--- src/rtl/mdu_pkg.sv ---
// Shared encodings for the iterative multiply/divide unit: operation select and FSM states.
// Pure declarations; no latency or flow-control of its own.
package mdu_pkg;

    typedef enum logic [1:0] {
        MD_MULT  = 2'b00,
        MD_MULTU = 2'b01,
        MD_DIV   = 2'b10,
        MD_DIVU  = 2'b11
    } md_op_e;

    typedef enum logic [1:0] {
        IDLE = 2'b00,
        RUN  = 2'b01,
        DONE = 2'b10
    } mdu_state_e;

    function automatic logic op_is_div(input md_op_e op);
        return op[1];
    endfunction

    function automatic logic op_is_signed(input md_op_e op);
        return ~op[0];
    endfunction

endpackage

--- src/rtl/mdu_if.sv ---
// Execute-stage request/result bundle between the pipeline and the multiply/divide unit.
// Start is sampled only while the unit is idle; upstream holds it while BusyE is high.
interface mdu_if #(
    parameter int DATA_W = 32
);
    logic              StartE;
    logic [1:0]        MDControlE;
    logic [DATA_W-1:0] SrcAE;
    logic [DATA_W-1:0] SrcBE;
    logic              BusyE;
    logic              DoneE;
    logic              DivZeroE;
    logic [DATA_W-1:0] HI;
    logic [DATA_W-1:0] LO;

    modport master (
        output StartE, MDControlE, SrcAE, SrcBE,
        input  BusyE, DoneE, DivZeroE, HI, LO
    );

    modport slave (
        input  StartE, MDControlE, SrcAE, SrcBE,
        output BusyE, DoneE, DivZeroE, HI, LO
    );
endinterface

--- src/rtl/mdu_sign_fix.sv ---
// Operand magnitude extraction and final sign correction for signed multiply/divide.
// Purely combinational, zero latency; no flow control.
module mdu_sign_fix
    import mdu_pkg::*;
#(
    parameter int DATA_W = 32
) (
    input  md_op_e            op_i,
    input  logic [DATA_W-1:0] a_i,
    input  logic [DATA_W-1:0] b_i,
    output logic [DATA_W-1:0] mag_a_o,
    output logic [DATA_W-1:0] mag_b_o,
    output logic              neg_res_o,
    output logic              neg_rem_o,

    input  logic              fix_div_i,
    input  logic              fix_neg_res_i,
    input  logic              fix_neg_rem_i,
    input  logic [DATA_W-1:0] raw_hi_i,
    input  logic [DATA_W-1:0] raw_lo_i,
    output logic [DATA_W-1:0] hi_o,
    output logic [DATA_W-1:0] lo_o
);

    logic                neg_a;
    logic                neg_b;
    logic [2*DATA_W-1:0] prod;
    logic [2*DATA_W-1:0] prod_fix;

    always_comb begin
        neg_a     = op_is_signed(op_i) & a_i[DATA_W-1];
        neg_b     = op_is_signed(op_i) & b_i[DATA_W-1];
        mag_a_o   = neg_a ? -a_i : a_i;
        mag_b_o   = neg_b ? -b_i : b_i;
        neg_res_o = neg_a ^ neg_b;
        // Truncating division: remainder follows the dividend's sign.
        neg_rem_o = neg_a & op_is_div(op_i);
    end

    always_comb begin
        prod     = {raw_hi_i, raw_lo_i};
        prod_fix = fix_neg_res_i ? -prod : prod;
        if (fix_div_i) begin
            hi_o = fix_neg_rem_i ? -raw_hi_i : raw_hi_i;
            lo_o = fix_neg_res_i ? -raw_lo_i : raw_lo_i;
        end else begin
            hi_o = prod_fix[2*DATA_W-1:DATA_W];
            lo_o = prod_fix[DATA_W-1:0];
        end
    end

endmodule

--- src/rtl/mul_div_unit.sv ---
// Iterative shift-add multiply / restoring divide, one result bit per cycle, HI/LO result registers.
// Latency DATA_W+1 cycles (1 on divide-by-zero); requests are ignored while RUN/DONE, upstream holds them.
module mul_div_unit
    import mdu_pkg::*;
#(
    parameter int DATA_W = 32,
    parameter int CNT_W  = $clog2(DATA_W)
) (
    input  logic   CLK,
    input  logic   RST,
    mdu_if.slave   bus
);

    localparam logic [CNT_W-1:0] LAST_ITER = CNT_W'(DATA_W - 1);

    mdu_state_e        state_q, state_d;
    logic [CNT_W-1:0]  cnt_q, cnt_d;
    logic [DATA_W-1:0] acc_hi_q, acc_hi_d;
    logic [DATA_W-1:0] acc_lo_q, acc_lo_d;
    logic [DATA_W-1:0] opnd_q, opnd_d;
    logic              div_q, div_d;
    logic              neg_res_q, neg_res_d;
    logic              neg_rem_q, neg_rem_d;
    logic              dz_q, dz_d;
    logic [DATA_W-1:0] hi_q, hi_d;
    logic [DATA_W-1:0] lo_q, lo_d;

    md_op_e            start_op;
    logic [DATA_W-1:0] mag_a;
    logic [DATA_W-1:0] mag_b;
    logic              st_neg_res;
    logic              st_neg_rem;
    logic [DATA_W-1:0] iter_hi;
    logic [DATA_W-1:0] iter_lo;
    logic [DATA_W-1:0] fix_hi;
    logic [DATA_W-1:0] fix_lo;

    logic [DATA_W:0]   mul_sum;
    logic [DATA_W:0]   rem_sh;
    logic [DATA_W-1:0] rem_sub;
    logic              rem_ge;

    assign start_op = md_op_e'(bus.MDControlE);

    mdu_sign_fix #(
        .DATA_W (DATA_W)
    ) u_sign_fix (
        .op_i          (start_op),
        .a_i           (bus.SrcAE),
        .b_i           (bus.SrcBE),
        .mag_a_o       (mag_a),
        .mag_b_o       (mag_b),
        .neg_res_o     (st_neg_res),
        .neg_rem_o     (st_neg_rem),
        .fix_div_i     (div_q),
        .fix_neg_res_i (neg_res_q),
        .fix_neg_rem_i (neg_rem_q),
        .raw_hi_i      (iter_hi),
        .raw_lo_i      (iter_lo),
        .hi_o          (fix_hi),
        .lo_o          (fix_lo)
    );

    // Multiply: {acc_hi, acc_lo} holds partial product over the unconsumed multiplier bits.
    // Divide:   acc_hi is the partial remainder, acc_lo shifts dividend bits out and quotient bits in.
    always_comb begin
        mul_sum = {1'b0, acc_hi_q} + (acc_lo_q[0] ? {1'b0, opnd_q} : '0);
        rem_sh  = {acc_hi_q, acc_lo_q[DATA_W-1]};
        rem_ge  = (rem_sh >= {1'b0, opnd_q});
        rem_sub = rem_sh[DATA_W-1:0] - opnd_q;
        if (div_q) begin
            iter_hi = rem_ge ? rem_sub : rem_sh[DATA_W-1:0];
            iter_lo = {acc_lo_q[DATA_W-2:0], rem_ge};
        end else begin
            iter_hi = mul_sum[DATA_W:1];
            iter_lo = {mul_sum[0], acc_lo_q[DATA_W-1:1]};
        end
    end

    always_comb begin
        state_d   = state_q;
        cnt_d     = cnt_q;
        acc_hi_d  = acc_hi_q;
        acc_lo_d  = acc_lo_q;
        opnd_d    = opnd_q;
        div_d     = div_q;
        neg_res_d = neg_res_q;
        neg_rem_d = neg_rem_q;
        dz_d      = dz_q;
        hi_d      = hi_q;
        lo_d      = lo_q;

        case (state_q)
            IDLE: begin
                if (bus.StartE) begin
                    div_d     = op_is_div(start_op);
                    neg_res_d = st_neg_res;
                    neg_rem_d = st_neg_rem;
                    cnt_d     = '0;
                    acc_hi_d  = '0;
                    if (op_is_div(start_op) && (bus.SrcBE == '0)) begin
                        dz_d    = 1'b1;
                        state_d = DONE;
                    end else begin
                        dz_d    = 1'b0;
                        state_d = RUN;
                        if (op_is_div(start_op)) begin
                            acc_lo_d = mag_a;
                            opnd_d   = mag_b;
                        end else begin
                            acc_lo_d = mag_b;
                            opnd_d   = mag_a;
                        end
                    end
                end
            end
            RUN: begin
                acc_hi_d = iter_hi;
                acc_lo_d = iter_lo;
                cnt_d    = cnt_q + CNT_W'(1);
                if (cnt_q == LAST_ITER) begin
                    hi_d    = fix_hi;
                    lo_d    = fix_lo;
                    cnt_d   = '0;
                    state_d = DONE;
                end
            end
            DONE: begin
                dz_d    = 1'b0;
                state_d = IDLE;
            end
            default: begin
                state_d = IDLE;
            end
        endcase
    end

    always_ff @(posedge CLK or negedge RST) begin
        if (!RST) begin
            state_q <= IDLE;
        end else begin
            state_q <= state_d;
        end
    end

    always_ff @(posedge CLK or negedge RST) begin
        if (!RST) begin
            cnt_q     <= '0;
            acc_hi_q  <= '0;
            acc_lo_q  <= '0;
            opnd_q    <= '0;
            div_q     <= 1'b0;
            neg_res_q <= 1'b0;
            neg_rem_q <= 1'b0;
            dz_q      <= 1'b0;
            hi_q      <= '0;
            lo_q      <= '0;
        end else begin
            cnt_q     <= cnt_d;
            acc_hi_q  <= acc_hi_d;
            acc_lo_q  <= acc_lo_d;
            opnd_q    <= opnd_d;
            div_q     <= div_d;
            neg_res_q <= neg_res_d;
            neg_rem_q <= neg_rem_d;
            dz_q      <= dz_d;
            hi_q      <= hi_d;
            lo_q      <= lo_d;
        end
    end

    assign bus.BusyE    = (state_q == RUN);
    assign bus.DoneE    = (state_q == DONE);
    assign bus.DivZeroE = (state_q == DONE) & dz_q;
    assign bus.HI       = hi_q;
    assign bus.LO       = lo_q;

endmodule

--- src/flat_wrapper.sv ---
// flat-port wrapper written by rule: the top's interface ports become plain ports
module mul_div_unit_flat import mdu_pkg::*;
#(
    parameter int DATA_W = 32,
    parameter int CNT_W  = $clog2(DATA_W)
)
  (CLK, RST, bus_StartE, bus_MDControlE, bus_SrcAE, bus_SrcBE, bus_BusyE, bus_DoneE, bus_DivZeroE, bus_HI, bus_LO);
  mdu_if #(.DATA_W(DATA_W)) bus_i ();
  input  logic CLK;
  input  logic RST;
  input wire logic [$bits(bus_i.StartE)-1:0] bus_StartE;
  input wire logic [$bits(bus_i.MDControlE)-1:0] bus_MDControlE;
  input wire logic [$bits(bus_i.SrcAE)-1:0] bus_SrcAE;
  input wire logic [$bits(bus_i.SrcBE)-1:0] bus_SrcBE;
  output wire logic [$bits(bus_i.BusyE)-1:0] bus_BusyE;
  output wire logic [$bits(bus_i.DoneE)-1:0] bus_DoneE;
  output wire logic [$bits(bus_i.DivZeroE)-1:0] bus_DivZeroE;
  output wire logic [$bits(bus_i.HI)-1:0] bus_HI;
  output wire logic [$bits(bus_i.LO)-1:0] bus_LO;
  assign bus_i.StartE = bus_StartE;
  assign bus_i.MDControlE = bus_MDControlE;
  assign bus_i.SrcAE = bus_SrcAE;
  assign bus_i.SrcBE = bus_SrcBE;
  assign bus_BusyE = bus_i.BusyE;
  assign bus_DoneE = bus_i.DoneE;
  assign bus_DivZeroE = bus_i.DivZeroE;
  assign bus_HI = bus_i.HI;
  assign bus_LO = bus_i.LO;
  mul_div_unit #(.DATA_W(DATA_W), .CNT_W(CNT_W)) u_core (.CLK(CLK), .RST(RST), .bus(bus_i));
endmodule
--- config.mk ---
export PLATFORM = sky130hd
export DESIGN_NAME = mul_div_unit_flat
export DESIGN_NICKNAME = d
export VERILOG_FILES = /design/src/rtl/mdu_pkg.sv /design/src/rtl/mdu_if.sv /design/src/rtl/mdu_sign_fix.sv /design/src/rtl/mul_div_unit.sv /design/src/flat_wrapper.sv
export SDC_FILE = /design/constraint.sdc
export NUM_CORES = 1
export LEC_CHECK = 0
export BUFFER_PORTS_ARGS = -buffer_cell sky130_fd_sc_hd__buf_2
export CORE_AREA = 2 2 191 156
export CTS_CLUSTER_SIZE = 30
export DETAILED_ROUTE_END_ITERATION = 8
export DIE_AREA = 0 0 193 158
export PLACE_DENSITY = 0.76
export SYNTH_ARGS = -nofsm -noshare
export SYNTH_HDL_FRONTEND = slang
export SYNTH_SLANG_ARGS = --single-unit
--- constraint.sdc ---
create_clock -name CLK -period 5.8 [get_ports CLK]
set_clock_uncertainty 0.05 [all_clocks]
set_input_delay 0.87 -clock CLK [delete_from_list [all_inputs] [get_ports CLK]]
set_output_delay 0.87 -clock CLK [all_outputs]
set_load 0.02 [all_outputs]
### After elaboration in Yosys (flattened, before gate mapping)

Index checks and enable logic that the tools add are counted.
W data, S select, Z words.

| operators by class | value |
|---|---|
| $add $sub $neg | 8 |
| $lt $le $gt $ge | 1 |
| equality and inequality tests | 6 |
| muxes and demuxes | 28 |
| bitwise operators | 7 |
| reduce and logical (&&, ||, !) cells | 12 |

Operators by type and width:

| kind | number |
|---|---|
| $mux W32 | 15 |
| $neg A32 Y32 | 4 |
| $pmux W32 S2 | 2 |
| $mux W64 | 1 |
| $neg A64 Y64 | 1 |
| $add A32 B33 Y33 | 1 |
| $ge A33 B32 Y1 | 1 |
| $logic_not A32 Y1 | 1 |
| $sub A32 B32 Y32 | 1 |
| $mux W5 | 2 |
| $pmux W5 S2 | 1 |
| $reduce_and A2 Y1 | 5 |
| $mux W2 | 3 |
| $reduce_and A3 Y1 | 2 |
| $add A5 B1 Y5 const B | 1 |
| $eq A5 B5 Y1 const B | 1 |
| $and A1 B1 Y1 | 4 |
| $ne A2 B2 Y1 const B | 2 |
| $pmux W2 S2 | 1 |
| $reduce_bool A2 Y1 | 2 |
| $eq A2 B1 Y1 const B | 1 |
| $eq A2 B2 Y1 const B | 1 |
| $logic_not A2 Y1 | 1 |
| $mux W1 | 2 |
| other kinds (5) | 6 |

| storage, ports and cells | value |
|---|---|
| register bits | 171 |
| input bits | 69 |
| output and inout bits | 67 |

### Longest topological paths before layout

| depth | value |
|---|---|
| word-level depth | 7 |
| depth in mapped cells | 23 |

### Modules after synthesis

From an unflattened synthesis, not the netlist that was laid out.

| unflattened totals | value |
|---|---|
| cells, all modules | 1,842 |
| area total of the unflattened synthesis | 15,374.7 um^2 |

Modules (own cells, without submodules):

| module | times used | cells each | area each (um^2) | seq. area each (um^2) |
|---|---|---|---|---|
| mul_div_unit | 1 | 1,350 | 12,258.0 | 4,279.1 |
| mdu_sign_fix | 1 | 492 | 3,116.7 | 0.0 |

### Worst setup path before layout

OpenSTA, ideal clock, no wires.

| timing path | value |
|---|---|
| path type | reg2reg |
| start point | register u_core.acc_hi_q[2] |
| end point | register u_core.hi_q[26], in the netlist u_core.bus.HI[26] |
| data arrival time | 4,656 ps |
| path slack | 1,011 ps |
| stages on the path, launching flop included | 20 |
| path buffers | 1 |
| clock period less this slack | 4,789 ps |
| cells stage by stage | dfrtp_1 -> ha_1 -> a21o_1 -> a21oi_1 -> a211oi_2 -> o311ai_2 -> buf_2 -> o211a_1 -> ha_1 -> nor3b_1 -> o221ai_1 -> nor3_1 -> o21ai_0 -> nor2b_1 -> nand3_1 -> o21bai_1 -> nor4bb_1 -> a31oi_1 -> xor2_1 -> o21ai_0 |

| on the way | value |
|---|---|
| longest elaborated chain between the ends | 6 |

RTL lines:

| item | RTL line | text |
|---|---|---|
| from (decl) | mul_div_unit.sv:18 | `logic [DATA_W-1:0] acc_hi_q, acc_hi_d;` |
| from (signal assigned) | mul_div_unit.sv:160 | `acc_hi_q <= acc_hi_d;` |
| $sub A32 B32 Y32 / $ge A33 B32 Y1 (equally long branches) | mul_div_unit.sv:70, mul_div_unit.sv:69 |  |
| $mux W32 | mul_div_unit.sv:72 | `iter_hi = rem_ge ? rem_sub : rem_sh[DATA_W-1:0];` |
| $mux W32 | mul_div_unit.sv:71 | `if (div_q) begin` |
| $neg A64 Y64 / $neg A32 Y32 (equally long branches) | mdu_sign_fix.sv:42, mdu_sign_fix.sv:44 |  |
| $mux W64 / $mux W32 (equally long branches) | mdu_sign_fix.sv:42, mdu_sign_fix.sv:44 |  |
| $mux W32 (*) | mdu_sign_fix.sv:43 | `if (fix_div_i) begin` |
| to (signal assigned) | mul_div_unit.sv:167 | `hi_q <= hi_d;` |
| to (decl) | mul_div_unit.sv:25 | `logic [DATA_W-1:0] hi_q, hi_d;` |

Every way passes the cells marked *; elsewhere a longest branch is shown, timed or not.
A chain may end at the register's enable or synchronous reset.

### Worst setup path in the final report

| timing path | value |
|---|---|
| start point | register u_core.acc_hi_q[17] |
| end point | register u_core.hi_q[30], in the netlist u_core.bus.HI[30] |

The elaborated chain is that of the path after synthesis.

==> reports/qor.csv <==
metric;value;unit
drive_gt1_share;12.8;%
rows;56;
hold_viol_final;0;
yosysMostFrequentCell;nand2_1;
cts_tree;done;
vias;16400;
ys_seq_area_share;27.6;%
hpwl;44.5;mm
rr_startpoint;u_core.acc_hi_q[17];
cts.clk_slew.worst_paths;0.08;ns
cts.sinks;171;
path_class;reg -> reg;
dpl_cell_area;16700;sq um
cts-root-buf;clkbuf_16;
required;6.07;ns
core;28700;sq um
status;completed;
yosys-top-cells-area;dfrtp_1, o21ai_0, nand2_1, ha_1, xnor2_1;
start_kind;flop;
final_nets;2296;
fillCellCount;2596;
hold-worst-slack;0.426;ns
multi_input_area;10600;sq um
start_util;54.0;%
worst_pin_slew;1.19;ns
clockBufferDepth;2;
finalSetupTns;0;ns
async_reset_ff_share;100;%
rr_worst_depth;18;
avgSynthCellArea;7.58;sq um
crit_chain;ha_1, a21oi_1, o21ai_1, o2bb2ai_4, o31ai_1, buf_4, a21oi_1, o31ai_2, ha_1, o31ai_1, nor4_4, nand3_2, or3_1, buf_4, nand3_1, o21ai_0, a211oi_1, a31oi_1;
dr.pass1.iters;8;
dieArea;30500;sq um
critPathCaptureType;flop;
rsz0062_at_grt;false;
fin_area;17400;sq um
drv_slew;0;
period_needed;5.38;ns
clock_latency;0.45;ns
crit_path_top_delay_cell;o31ai_1;
hold_class;in -> async;
max_slew_margin;20.1;%
synth_fp_nets;2188;
seq_area;4280;sq um
final_cells;2545;
htreeDepth;4;
routed_wl;57.0;mm
setup_viol;0;
fmax;186;MHz
synthFlopType;dfrtp_1;
gp_congestion;1.05;
yosysTopAreaCell;dfrtp_1;
ys_types;93;
grt_usage;37.2;%
postCtsSetupRepairBufs;0;
placed_cells;2513;
path_max_fanout;9;
io_pins;136;
yosys_warnings;0;
fp.dieH;158;um
grt_max_degree;96;
yosys.area.top_type_share;27.6;%
critPathArrivalTime;5.65;ns
ys_top_cells_by_count;nand2_1, o21ai_0, dfrtp_1;
critPathMaxStageDelay;0.97;ns
die_w;193;um
synth_seq_cells;171;
viasPerCell;6.44;
synth_area;15500;sq um
cts_made_buffers;17;
cap_violations;0;
post_drt_wl_per_cell;22.4;um
first_iter_violations;2070;
grt_pass1_vias;14408;
portBuffers;135;
grt_pass1_wl;85.8;mm
drtAntennaViolNets;0;
synthCells;2047;
r2r-end;u_core.bus.HI[30];
syn2layout_area_growth;12.0;%
synth-edff-count;0;
fin_crit_sh;92.7;%
grt_overflow_total;0;
n_antenna_cell;0;
r2r_slack;0.42;ns
antenna_found_initial;0;
drc;0;
==> cell families (layout without fill, tap and decap cells) <==
family | count (synthesis) | in the layout | share of synthesized area, %
fa+ha+maj | 72 | 72 | 5.90
xor+xnor | 155 | 155 | 8.74
buf+inv | 183 | 304 | 4.60
compound gates | 677 | 677 | 27.6
mux | 48 | 48 | 3.16
simple gates | 741 | 741 | 22.5
flops | 171 | 171 | 27.6
==> registers in the layout (all words and copies together) (netlist names), 2 cells and up <==
signal / flops
u_core.acc_hi_q: 32
u_core.acc_lo_q: 32
u_core.bus.HI: 32
u_core.bus.LO: 32
u_core.cnt_q: 5
u_core.opnd_q: 32
u_core.state_q: 2
==> cell usage in the layout (no fill, tap or decap), drive strengths merged, types with 9 or more instances in the layout <==
master and n:
and2 50, o31ai 19, o21a 21, a21oi 163, o221ai 21, a211oi 25
nand2 309, xor2 56, nor2b 24, and3 15, a21o 22, xnor2 99
buf 200, dfrtp 171, clkbuf 17, o211ai 17, o21ai 243, nor3b 9
nor3 53, or3 15, inv 75, nand3 34, clkinv 12, nor2 150
nor4 17, nand4 26, mux2i 40, a31oi 23, ha 70, nand2b 11
a22o 9
==> timing repair <==
| item | in CTS | in global routing |
|---|---|---|
| hold buffers | 0 | 0 |
| gates resized for setup | 0 | 1 |
| setup endpoints to repair | 0 | 2 |
==> per-layer routing <==
layer | vias up | wire length (um) | GRT usage (%)
li1 | 7626 | - | -
met1 | 7737 | 25500 | 55.2
met2 | 964 | 22800 | 51.3
met3 | 73 | 7310 | 11.7
met4 | 0 | 1360 | 9.81
met5 | - | 0 | 0
==> critical path, delay by kind of cell (launching register included) <==
| kind | cells | cell delay (ns) |
|---|---|---|
| AO/OA/AOI/OAI | 10 | 2.57 |
| AND/OR/NAND/NOR | 4 | 1.04 |
| adder cells (fa/ha/maj) | 2 | 0.64 |
| buffers and inverters | 2 | 0.50 |
| flip-flops | 1 | 0.45 |
==> worst max path at each step <==
stage	cells after the start	end	start	slack, ns
2_1_floorplan	19	u_core.bus.HI[26]	u_core.acc_hi_q[2]	1.01
3_3_place_gp	18	u_core.bus.HI[26]	u_core.acc_hi_q[17]	0.65
3_5_place_dp	20	u_core.bus.HI[18]	u_core.acc_hi_q[2]	0.54
4_1_cts	20	u_core.bus.HI[18]	u_core.acc_hi_q[2]	0.54
5_1_grt	19	u_core.bus.HI[30]	u_core.opnd_q[24]	0.05
6_report	18	u_core.bus.HI[30]	u_core.acc_hi_q[17]	0.42
==> cell type report <==
class	count	area share [%]
clock inverter	15	1.22
inverter	72	1.55
timing repair buffer	200	6.73
sequential	171	24.6
clock buffer	17	2.45
multi-input combinational	1693	60.7
tap	377	2.71
==> stage by stage <==
step / setup WS, ns / util, %
global route: 0.0494 / 60.5
finish: 0.423 / 60.5
global placement: 0.655 / 58.3
CTS: 0.543 / 60.5
detailed placement: 0.543 / 58.3
floorplan: 1.01 / -
Power is not shown: default switching activity piles up to over one toggle a cycle in this logic, so the estimate is an artifact.
